===== src/rtl/dkong_sound_core.sv =====
// dkong_sound_core
//   Sound generator for the Donkey Kong board: background tune square wave,
//   LFSR crash noise and a one-shot effect engine, mixed into an unsigned
//   8-bit DAC sample centred on 0x80.
//
// Parameters
//   PRESC_DIV  masterclk cycles per sound tick (10: 61.44 MHz -> 6.144 MHz)
//
// Ports
//   masterclk  in   master clock, all logic on its rising edge
//   rst        in   synchronous active-high reset
//   vf2        in   asynchronous ~4 kHz noise clock
//   bg_port    in   [3:0] background tune select, active-low
//   sfx_port   in   [5:0] sound-effect request bits, active-low
//   audio_irq  in   effect-start request, active-low level
//   audio_ack  out  one-cycle acknowledge of an accepted request
//   dac_mute   out  high when no sound source is active
//   dac_out    out  [7:0] mixed audio sample, midscale 0x80
//   walk_out   out  discrete walk trigger (sfx_code[0], registered)
//   jump_out   out  discrete jump trigger (sfx_code[1], registered)
//   crash_out  out  discrete crash trigger (sfx_code[2], registered)
module dkong_sound_core #(
  parameter int PRESC_DIV = 10
) (
  input  logic       masterclk,
  input  logic       rst,
  input  logic       vf2,
  input  logic [3:0] bg_port,
  input  logic [5:0] sfx_port,
  input  logic       audio_irq,
  output logic       audio_ack,
  output logic       dac_mute,
  output logic [7:0] dac_out,
  output logic       walk_out,
  output logic       jump_out,
  output logic       crash_out
);

  localparam int PW = (PRESC_DIV > 1) ? $clog2(PRESC_DIV) : 1;

  typedef enum logic {
    IDLE = 1'b0,
    PLAY = 1'b1
  } eff_state_t;

  logic [3:0] bg_code;
  logic [5:0] sfx_code;

  assign bg_code  = ~bg_port;
  assign sfx_code = ~sfx_port;

  // ---------------------------------------------------------------------
  // Sound tick prescaler
  // ---------------------------------------------------------------------
  logic [PW-1:0] presc_reg;
  logic          sound_tick;

  assign sound_tick = (presc_reg == PW'(PRESC_DIV - 1));

  always_ff @(posedge masterclk) begin
    if (rst) begin
      presc_reg <= '0;
    end else if (sound_tick) begin
      presc_reg <= '0;
    end else begin
      presc_reg <= presc_reg + 1'b1;
    end
  end

  // ---------------------------------------------------------------------
  // vf2 synchronizer, rising-edge detect and noise LFSR
  // ---------------------------------------------------------------------
  logic        vf2_meta_reg;
  logic        vf2_sync_reg;
  logic        vf2_prev_reg;
  logic        noise_step;
  logic [14:0] lfsr_reg;
  logic        noise_bit;

  assign noise_step = vf2_sync_reg & ~vf2_prev_reg;
  assign noise_bit  = lfsr_reg[0];

  always_ff @(posedge masterclk) begin
    if (rst) begin
      vf2_meta_reg <= 1'b0;
      vf2_sync_reg <= 1'b0;
      vf2_prev_reg <= 1'b0;
      lfsr_reg     <= 15'h7FFF;
    end else begin
      vf2_meta_reg <= vf2;
      vf2_sync_reg <= vf2_meta_reg;
      vf2_prev_reg <= vf2_sync_reg;
      // x^15 + x^14 + 1; a non-zero seed can never reach the all-zero state
      if (noise_step) begin
        lfsr_reg <= {lfsr_reg[13:0], lfsr_reg[14] ^ lfsr_reg[13]};
      end
    end
  end

  // ---------------------------------------------------------------------
  // Background tone generator
  // ---------------------------------------------------------------------
  logic [3:0]  bg_prev_reg;
  logic [10:0] tone_cnt_reg;
  logic [15:0] note_cnt_reg;
  logic [1:0]  note_step_reg;
  logic        square_reg;
  logic [10:0] tone_base;
  logic [10:0] half_period;

  assign tone_base   = 11'd1024 + {1'b0, bg_code, 6'd0};
  assign half_period = note_step_reg[0] ? (tone_base >> 1) : tone_base;

  always_ff @(posedge masterclk) begin
    if (rst) begin
      bg_prev_reg   <= 4'd0;
      tone_cnt_reg  <= 11'd0;
      note_cnt_reg  <= 16'd0;
      note_step_reg <= 2'd0;
      square_reg    <= 1'b0;
    end else begin
      bg_prev_reg <= bg_code;
      if (bg_code == 4'd0) begin
        tone_cnt_reg  <= 11'd0;
        note_cnt_reg  <= 16'd0;
        note_step_reg <= 2'd0;
        square_reg    <= 1'b0;
      end else if (bg_code != bg_prev_reg) begin
        tone_cnt_reg  <= 11'd0;
        note_cnt_reg  <= 16'd0;
        note_step_reg <= 2'd0;
      end else if (sound_tick) begin
        // >= so that a halved period after a note step cannot be overrun
        if (tone_cnt_reg >= half_period - 11'd1) begin
          square_reg   <= ~square_reg;
          tone_cnt_reg <= 11'd0;
        end else begin
          tone_cnt_reg <= tone_cnt_reg + 11'd1;
        end
        note_cnt_reg <= note_cnt_reg + 16'd1;
        if (note_cnt_reg == 16'hFFFF) begin
          note_step_reg <= note_step_reg + 2'd1;
        end
      end
    end
  end

  // ---------------------------------------------------------------------
  // Discrete effect triggers
  // ---------------------------------------------------------------------
  logic walk_reg;
  logic jump_reg;
  logic crash_reg;

  always_ff @(posedge masterclk) begin
    if (rst) begin
      walk_reg  <= 1'b0;
      jump_reg  <= 1'b0;
      crash_reg <= 1'b0;
    end else begin
      walk_reg  <= sfx_code[0];
      jump_reg  <= sfx_code[1];
      crash_reg <= sfx_code[2];
    end
  end

  // ---------------------------------------------------------------------
  // Effect engine
  // ---------------------------------------------------------------------
  eff_state_t  state_reg;
  eff_state_t  state_next;
  logic        irq_meta_reg;
  logic        irq_sync_reg;
  logic        armed_reg;       // irq seen high in IDLE since last accept
  logic        audio_ack_reg;
  logic [2:0]  eff_reg;
  logic [11:0] eff_half_cnt_reg;
  logic [15:0] eff_dur_cnt_reg;
  logic        eff_sq_reg;
  logic [11:0] eff_half;
  logic [15:0] eff_dur;
  logic        accept;
  logic        play_done;

  assign eff_half  = {eff_reg, 9'd0};
  assign eff_dur   = {eff_reg, 13'd0};
  assign play_done = sound_tick && (eff_dur_cnt_reg == eff_dur - 16'd1);

  always_comb begin
    state_next = state_reg;
    accept     = 1'b0;
    case (state_reg)
      IDLE: begin
        if (armed_reg && !irq_sync_reg && (sfx_code[5:3] != 3'd0)) begin
          accept     = 1'b1;
          state_next = PLAY;
        end
      end
      PLAY: begin
        if (play_done) begin
          state_next = IDLE;
        end
      end
      default: state_next = IDLE;
    endcase
  end

  always_ff @(posedge masterclk) begin
    if (rst) begin
      state_reg        <= IDLE;
      irq_meta_reg     <= 1'b0;
      irq_sync_reg     <= 1'b0;
      armed_reg        <= 1'b0;
      audio_ack_reg    <= 1'b0;
      eff_reg          <= 3'd0;
      eff_half_cnt_reg <= 12'd0;
      eff_dur_cnt_reg  <= 16'd0;
      eff_sq_reg       <= 1'b0;
    end else begin
      state_reg     <= state_next;
      audio_ack_reg <= accept;
      irq_meta_reg  <= audio_irq;
      irq_sync_reg  <= irq_meta_reg;
      // Arming only happens in IDLE, so one low episode gives one ack
      if (state_reg == IDLE) begin
        armed_reg <= accept ? 1'b0 : (armed_reg | irq_sync_reg);
      end
      if (accept) begin
        eff_reg          <= sfx_code[5:3];
        eff_half_cnt_reg <= 12'd0;
        eff_dur_cnt_reg  <= 16'd0;
        eff_sq_reg       <= 1'b0;
      end else if ((state_reg == PLAY) && sound_tick) begin
        if (play_done) begin
          eff_half_cnt_reg <= 12'd0;
          eff_dur_cnt_reg  <= 16'd0;
          eff_sq_reg       <= 1'b0;
        end else begin
          eff_dur_cnt_reg <= eff_dur_cnt_reg + 16'd1;
          if (eff_half_cnt_reg == eff_half - 12'd1) begin
            eff_sq_reg       <= ~eff_sq_reg;
            eff_half_cnt_reg <= 12'd0;
          end else begin
            eff_half_cnt_reg <= eff_half_cnt_reg + 12'd1;
          end
        end
      end
    end
  end

  // ---------------------------------------------------------------------
  // Mixer
  // ---------------------------------------------------------------------
  logic signed [9:0] tone_c;
  logic signed [9:0] noise_c;
  logic signed [9:0] eff_c;
  logic signed [9:0] mix_sum;
  logic [7:0]        dac_reg;
  logic              mute_reg;

  always_comb begin
    tone_c  = 10'sd0;
    noise_c = 10'sd0;
    eff_c   = 10'sd0;
    if (bg_code != 4'd0) begin
      tone_c = square_reg ? 10'sd32 : -10'sd32;
    end
    if (crash_reg) begin
      noise_c = noise_bit ? 10'sd32 : -10'sd32;
    end
    if (state_reg == PLAY) begin
      eff_c = eff_sq_reg ? 10'sd24 : -10'sd24;
    end
    mix_sum = 10'sd128 + tone_c + noise_c + eff_c;
  end

  always_ff @(posedge masterclk) begin
    if (rst) begin
      dac_reg  <= 8'h80;
      mute_reg <= 1'b1;
    end else begin
      if (mix_sum < 10'sd0) begin
        dac_reg <= 8'h00;
      end else if (mix_sum > 10'sd255) begin
        dac_reg <= 8'hFF;
      end else begin
        dac_reg <= mix_sum[7:0];
      end
      mute_reg <= (bg_code == 4'd0) && !crash_reg && (state_reg == IDLE);
    end
  end

  assign audio_ack = audio_ack_reg;
  assign dac_mute  = mute_reg;
  assign dac_out   = dac_reg;
  assign walk_out  = walk_reg;
  assign jump_out  = jump_reg;
  assign crash_out = crash_reg;

endmodule


===== config.mk =====
export PLATFORM = sky130hd
export DESIGN_NAME = dkong_sound_core
export DESIGN_NICKNAME = d
export VERILOG_FILES = /design/src/rtl/dkong_sound_core.sv
export SDC_FILE = /design/constraint.sdc
export NUM_CORES = 1
export LEC_CHECK = 0
export CORE_UTILIZATION = 50
export DETAILED_ROUTE_END_ITERATION = 7
export PLACE_DENSITY_LB_ADDON = 0.15
export SYNTH_ARGS = -nofsm -noshare
export SYNTH_HDL_FRONTEND = slang
export SYNTH_SLANG_ARGS = --single-unit

===== constraint.sdc =====
create_clock -name masterclk -period 5.8 [get_ports masterclk]
set_input_delay 0.87 -clock masterclk [delete_from_list [all_inputs] [get_ports masterclk]]
set_output_delay 0.87 -clock masterclk [all_outputs]
set_load 0.005 [all_outputs]

==> metrics.txt <==
Hold Buf Count CTS 0; Post-Synth Adder-Cell Area 6.696%; DRT iter0 DRCs 139; worst vdd ir 0.0001223 V; Final #Nets 615; crit end category register; CTS tree done; Clock transition at path regs 90 ps; Worst Hold Class reg2reg; ys flop type dfxtp_1; synthesis-stage register bit count 102; Final Setup Violations 0; Layout area overhead 9.890%; vias in the first global route 3,557; Die X 101.0 µm; max-slew violation count 0; Worst Max-Slew Pin Slew 912.7 ps; post-CTS sizing 0; Post-Synth XOR/XNOR Area 10.15%; crit path DAT 4380 ps; post-CTS setup buffer count 0; Port-buffer cells 26; critical-path cell list clkdlybuf4s50_1, nand4_1, inv_1, nor2_1, ha_1, ha_1, nor2_1, xor2_1, ha_1, ha_1, fa_1, xnor2_1, nor2_1, and3_1; CP max stage cell clkdlybuf4s50_1; run status finished, final reports clean; achievable frequency 243.3 MHz; die height 101.0 µm; GR Overflow Total 0; worst skew pair latency 370 ps; Syn Inst Count 563; WL final 8995 µm; 1st-pass router iterations 4; Fin. Hold Viols 0; Initial Util 52.24%; via/cell ratio 5.357; worst-case clock skew 9.130 ps; Placer Congestion 0.8143; n_diodes 0; commonest non-fill, non-tap cell in the layout dfxtp_1; Filler cells 872; ys async rst share 0%; clock period minus worst slack 4110 ps; Synth Area in Compound Gates 6.977%; WS Path Type in2reg; main combinational cell family by area after synthesis simple AND/OR/NAND/NOR gates; clock buffer depth 2; share of cells above drive strength 1 4.828%; top cells by area, synth dfxtp_1 42%, ha_1 5.9%, nand2_1 5.6%, nor2_1 5.4%, xnor2_1 5.2%; Net Count, Synth 602; met2 wire len 4109 µm; slowest cell delay on critical path 630 ps; crit-path max FO 9; vias 3,798; max cap viols 0; Post-synth EDFFs 0; area share of and/or/nand/nor cells after synthesis 29.90%; CP required 6070 ps; Slew headroom 38.70%; syn avg cell area 8.696 µm²; RSZ-0062 raised after global routing false; clock root cell clkbuf_8; HPWL after DPL 6291 µm; fin util 57.41%; crit start category input pin; largest net degree at the start of global routing 24; mux share of post-synthesis cell area 0.4344%; CTS sink count 102; wire per inst 12.69 µm; Yosys warnings 0; IO Pins 27; Synth Cell Area 4896 µm²; Yosys cell types 53; Final ANT Viol Nets 0; Num CTS Buffers 9; initial antenna violation count 0; first-pass GRT wire length 15,820 µm; Synth area leader dfxtp_1; setup TNS 0 ps; Max Used Layer met4; DRC Markers 0; H-tree depth 3; Synth top area share 41.71%; Rows 35; die footprint 10,190 µm²; post-synthesis sequential area ratio 41.71%; Design Power 0.001288 W; met1 WL 4478 µm; crit-path most repeated cell ha_1; Total GRT Usage 19.51%; Leak 1.987 nW; core area 9371 µm²; commonest non-fill, non-tap cells in the layout 102 x dfxtp_1, 73 x nand2_1, 70 x nor2_1; WL met3 315 µm; Final period util 70.86%; pwr dens 239.5 nW/µm²
-- cells in the mapped netlist (all sizes together), types with 5 or more instances --
master,count
nand2b,8
nand2,73
a31oi,5
ha,23
a21oi,22
and3,8
nor4,7
nand3b,15
xor2,25
nand3,22
clkbuf,14
inv,18
nor3,23
nand4,25
nor2,70
xnor2,29
or2,5
o21ai,8
dfxtp,102
buf,11
nor2b,8
-- final timing paths --
| check | to | depth (start not counted) | slack (ps) | start |
|---|---|---|---|---|
| setup / recovery | dac_out[4] | 14 | 1690 | bg_port[1] |
| hold / removal | vf2_sync_reg | 1 | 440 | vf2_meta_reg |
| setup reg to reg | tone_cnt_reg[4] | 10 | 2250 | note_step_reg[0] |
| hold reg to reg | vf2_sync_reg | 1 | 440 | vf2_meta_reg |
-- routing by layer --
metal,GRT usage [%],vias to the layer above
li1,-,1954
met1,24.78,1784
met2,32.35,50
met3,5.617,10
met4,5.351,0
met5,0,-
-- final cells by class --
cell class              instances  area [µm²]  area share (%)
clock buffers                  12       145.1           2.698
repair buffers                 27       267.8           4.977
flip-flops and latches        102        2042           37.95
clock inverters                 3       45.04          0.8372
multi-input cells             418        2651           49.28
inverters                      18       67.56           1.256
well taps                     129       161.4           3.000
-- worst max-delay path, delay by kind of cell --
kind / cells / cell delay, ps
AND/OR/NAND/NOR: 5 / 790
adder cells (fa/ha/maj): 5 / 1320
XOR/XNOR: 2 / 560
buffers and inverters: 2 / 840
-- logic make-up (layout without fill, tap and decap cells) --
kind of cell    Yosys count  count (layout)
mux                       2               2
fa+ha+maj                25              25
xor+xnor                 55              55
simple gates            281             281
flops                   102             102
buf+inv                  43              60
compound gates           55              55
-- metrics by stage --
step,cells,area (µm²),setup slack (ps),hold slack (ps)
after floorplan,563,4896,2150,413.8
after global placement,694,5190,1474,415.2
after detailed placement,694,5190,1332,428.5
after CTS,709,5380,1711,448.3
after global routing,709,5380,1488,470.8
final,709,5380,1690,442.6
-- power breakdown --
part | internal, W | leakage [nW] | switching, W
Clock | 0.000209 | 0.0887 | 0.000232
Combinational | 0.0000590 | 1.07 | 0.0000578
Sequential | 0.000720 | 0.829 | 0.0000104
Total | 0.000988 | 1.99 | 0.000300
(Power assumes the default switching activity.)
